**src/rtl/posit_check_fifo.sv**
```systemverilog
// In-order FIFO of issued operations; a push is accepted while full when a
// pop happens in the same cycle.
module posit_check_fifo #(
    parameter int DATA_W = 8,
    parameter int DEPTH  = 8
) (
    input  logic                     clk,
    input  logic                     reset,
    input  logic                     push_i,
    input  logic                     pop_i,
    input  logic [DATA_W-1:0]        wdata_i,
    output logic [DATA_W-1:0]        rdata_o,
    output logic                     full_o,
    output logic                     empty_o,
    output logic [$clog2(DEPTH):0]   occupancy_o
);
    localparam int AW = $clog2(DEPTH);

    logic [DATA_W-1:0] mem_q [DEPTH];
    logic [AW:0]       wr_ptr_q, rd_ptr_q;
    logic              push_ok_s, pop_ok_s;

    assign empty_o     = (wr_ptr_q == rd_ptr_q);
    assign full_o      = (wr_ptr_q[AW] != rd_ptr_q[AW]) && (wr_ptr_q[AW-1:0] == rd_ptr_q[AW-1:0]);
    assign occupancy_o = wr_ptr_q - rd_ptr_q;
    assign pop_ok_s    = pop_i & ~empty_o;
    assign push_ok_s   = push_i & (~full_o | pop_ok_s);
    assign rdata_o     = mem_q[rd_ptr_q[AW-1:0]];

    // Storage write; when full the tail slot is the head slot, read out before this edge.
    always_ff @(posedge clk) begin
        if (push_ok_s) begin
            mem_q[wr_ptr_q[AW-1:0]] <= wdata_i;
        end
    end

    // Pointer update; the extra MSB separates full from empty.
    always_ff @(posedge clk) begin
        if (reset) begin
            wr_ptr_q <= '0;
            rd_ptr_q <= '0;
        end else begin
            if (push_ok_s) begin
                wr_ptr_q <= wr_ptr_q + (AW+1)'(1);
            end
            if (pop_ok_s) begin
                rd_ptr_q <= rd_ptr_q + (AW+1)'(1);
            end
        end
    end

endmodule

```
**config.mk**
```make
export PLATFORM = sky130hd
export DESIGN_NAME = posit_check_fifo
export DESIGN_NICKNAME = d
export VERILOG_FILES = /design/src/rtl/posit_check_fifo.sv
export SDC_FILE = /design/constraint.sdc
export NUM_CORES = 1
export LEC_CHECK = 0
export BUFFER_PORTS_ARGS = -buffer_cell sky130_fd_sc_hd__buf_2
export CAP_MARGIN = 25
export CORE_MARGIN = 2
export CORE_UTILIZATION = 41
export CTS_CLUSTER_DIAMETER = 120
export CTS_CLUSTER_SIZE = 40
export DETAILED_ROUTE_END_ITERATION = 12
export MAX_ROUTING_LAYER = met4
export PLACE_DENSITY = 0.57
export SYNTH_ARGS = -nofsm -noshare
export SYNTH_HDL_FRONTEND = slang
export SYNTH_SLANG_ARGS = --single-unit
```
**constraint.sdc**
```tcl
create_clock -name clk -period 7.2 [get_ports clk]
set_input_delay 1.44 -clock clk [delete_from_list [all_inputs] [get_ports clk]]
set_output_delay 1.44 -clock clk [all_outputs]
set_load 0.01 [all_outputs]
```
==> metrics.cfg <==
[power]
p_sw_frac = 0.237
pwr-share-comb = 0.149
p_switching_mw = 0.236
p_leak_nw = 1.23
clockPowerShare = 0.338
intPower_mw = 0.759
power_mw = 0.995
p_per_area_nw_per_um2 = 278
ir_drop_v = 0.000133
seq_power_share = 0.514

[worst_setup_path]
cpPeakStageDelay_ns = 0.95
arrival_ns = 2.37
path_cells = mux4_1 > mux2_2 > buf_2
cpMaxStageDelayCell = dfxtp_1
start_kind = flop
worstSetupEndpointType = output port
worstPathRequired_ns = 5.76
worst-path-buf-inv = 1
cp_top_family = flip-flops
r2r_start = wr_ptr_q[1]$_SDFFE_PP0P_
r2r_slack_ns = 4.63
path_class = flop to output port
cp_max_fo = 16

[synthesis]
synth_top_area_cell = edfxtp_1
syn-num-nets = 185
netlist.area_leader.share = 0.612
synth_area_um2 = 3140
syn_inst = 167
synthArstFlopShare = 0
synth_edf_count = 64
synth_flop_cell = edfxtp_1
synth_seq_cells = 75
syn_avg_cell_area_um2 = 18.8
synth_warnings = 0
synth.area.top_cells = edfxtp_1 (61%), mux4_1 (13%), dfxtp_1 (7.0%)
synth_cell_types = 30
yosysSeqAreaShare = 0.683

[placement]
gp_congestion = 0.855
hpwl_um = 3720
portBuffers = 25
place_inst = 286
dpl_worst_slack_ns = 3.71

[timing]
timing.final.ws_setup_ns = 3.39
fmax_mhz = 262
slew_viol_final = 0
worst_pin_slew_ns = 0.948
post-route-period-util = 0.529
fin_crit_ns = 3.81
skew_ns = 0.00877
setup_viol = 0
timing_hold_violations_final = 0
tns_ns = 0
timing.slew.headroom = 0.364
rsz0062_at_grt = false

[finish]
utilization = 0.488
drive_above_1_share = 0.271
fin_cells = 302
register_area_um2 = 2140
fillerInstances = 608
multiInputGateArea_um2 = 947
syn_to_final_growth_pct = 14.1
diodes = 0
fin_nets = 216

[die]
core-area_um2 = 7330
pin_count = 26
fp.dieArea_um2 = 8370
fp.dieH_um = 91.5
die_x_um = 91.5
start_util = 0.428
num_rows = 31

[clocking]
clock_sinks = 75
hold_buffers = 0
htreeDepth = 3
cts_tree = done
cts_buffer_depth = 2
cts_made_buffers = 9
clkTransAtPathRegs_ns = 0.07
ctsRootBufferMaster = clkbuf_8
cts_setup_buffers = 0
cts_resized = 0
clk_latency_ns = 0.34

[route]
routed_wirelength_um = 5810
ant_nets = 0
num_vias = 1581
wl_per_cell_um = 19.2
drt_iter0_markers = 126
vias_per_cell = 5.24
dr.pass1.iters = 5
route.detailed.drc = 0

[status]
status = complete, no violations

[min_path]
min-delay-start = wr_ptr_q[2]$_SDFFE_PP0P_
hold_class = flop to flop

[global_route]
grt_pass1_vias = 1638
grt_max_degree = 17
grtUsageTotal = 0.154
grt_pass1_wl_um = 9070
antenna_found_initial = 0
grt.overflow.total = 0

[job]
drv_cap = 0

-- layout make-up --
class | count | area share
clock inverter | 3 | 0.0182
multi-input combinational | 78 | 0.265
clock buffer | 13 | 0.0388
inverter | 8 | 0.00839
tap | 99 | 0.0346
timing repair buffer | 26 | 0.0370
sequential | 75 | 0.598
-- metrics by stage --
stage,hold slack [ns],area [µm²]
floorplan,0.505,3140
global placement,0.543,3380
detailed placement,0.559,3380
CTS,0.569,3580
global route,0.621,3580
finish,0.581,3580
-- routing by layer --
layer	up-vias	part of all wire	global-route usage	wire length, µm
met5	-	0	-	0
met4	0	0.019	0.0783	109
met3	10	0.047	0.0332	271
met2	48	0.52	0.250	3030
met1	795	0.41	0.181	2400
li1	728	-	-	-
-- path summary, 6_finish.rpt --
check,to,cells after the start
worst max-delay path,rdata_o[2],3
worst min-delay path,wr_ptr_q[2]$_SDFFE_PP0P_,2
worst max register to register,mem_q[2][5]$_DFFE_PP_,4
worst min register to register,wr_ptr_q[2]$_SDFFE_PP0P_,2
-- state kept, by name, summed over array words and instances (netlist names), named ones only --
| register | cells |
|---|---|
| mem_q | 64 |
| rd_ptr_q | 4 |
| wr_ptr_q | 4 |
-- power by group through the flow --
stage               clock network (mW)  logic (mW)  registers, mW
floorplan                            0       0.121          0.502
detailed placement                   0       0.149          0.522
finish                           0.336       0.148          0.511
global placement                     0       0.144          0.520
global route                     0.360       0.161          0.514
CTS                              0.340       0.150          0.512
-- cells in the final DEF (no fill, tap or decap), drive strengths merged --
master / netlist / layout
dfxtp: 11 / 11
inv: 8 / 8
edfxtp: 64 / 64
nand2: 2 / 2
mux2: 8 / 8
nand3: 4 / 4
a21o: 1 / 1
bufinv: 0 / 2
nor3: 5 / 5
or3: 2 / 2
o211ai: 1 / 1
buf: 5 / 26
o31ai: 2 / 2
fa: 1 / 1
xnor2: 5 / 5
clkbuf: 1 / 13
mux4: 16 / 16
nor4: 1 / 1
xor2: 3 / 3
a21oi: 3 / 3
nor2: 12 / 12
o21ai: 4 / 4
ha: 5 / 5
clkinv: 0 / 1
mux2i: 2 / 2
and4: 1 / 1
-- worst register-to-register path, cell delays in order (launching register included) --
cell and delay, ns:
dfxtp_1 0.59, ha_1 0.35, nand3_1 0.37, o31ai_4 0.15, nor2_1 0.75
-- kinds of logic (layout without fill, tap and decap cells) --
| family | after synthesis | in the layout | share of synthesized area |
|---|---|---|---|
| and+or+nand+nor | 27 | 27 | 0.0435 |
| xor gates and xnor gates | 8 | 8 | 0.0283 |
| DFF | 75 | 75 | 0.683 |
| muxes | 26 | 26 | 0.168 |
| adders and majority gates | 6 | 6 | 0.0263 |
| buffers and inverters | 14 | 50 | 0.0219 |
| AOI/OAI and AO/OA | 11 | 11 | 0.0295 |
-- synthesized netlist by cell type (2+ instances only) --
library cell and number:
o31ai_4 2, xor2_1 3, nand3_1 4, mux2i_1 2, nand2_1 2, xnor2_1 4
buf_1 2, mux4_1 15, mux2_2 8, buf_6 2, edfxtp_1 64, nor3_1 4
nor2_1 12, or3_1 2, inv_1 8, o21ai_1 3, dfxtp_1 11, ha_1 5
a21oi_1 3
Power figures use the tool's default switching activity.
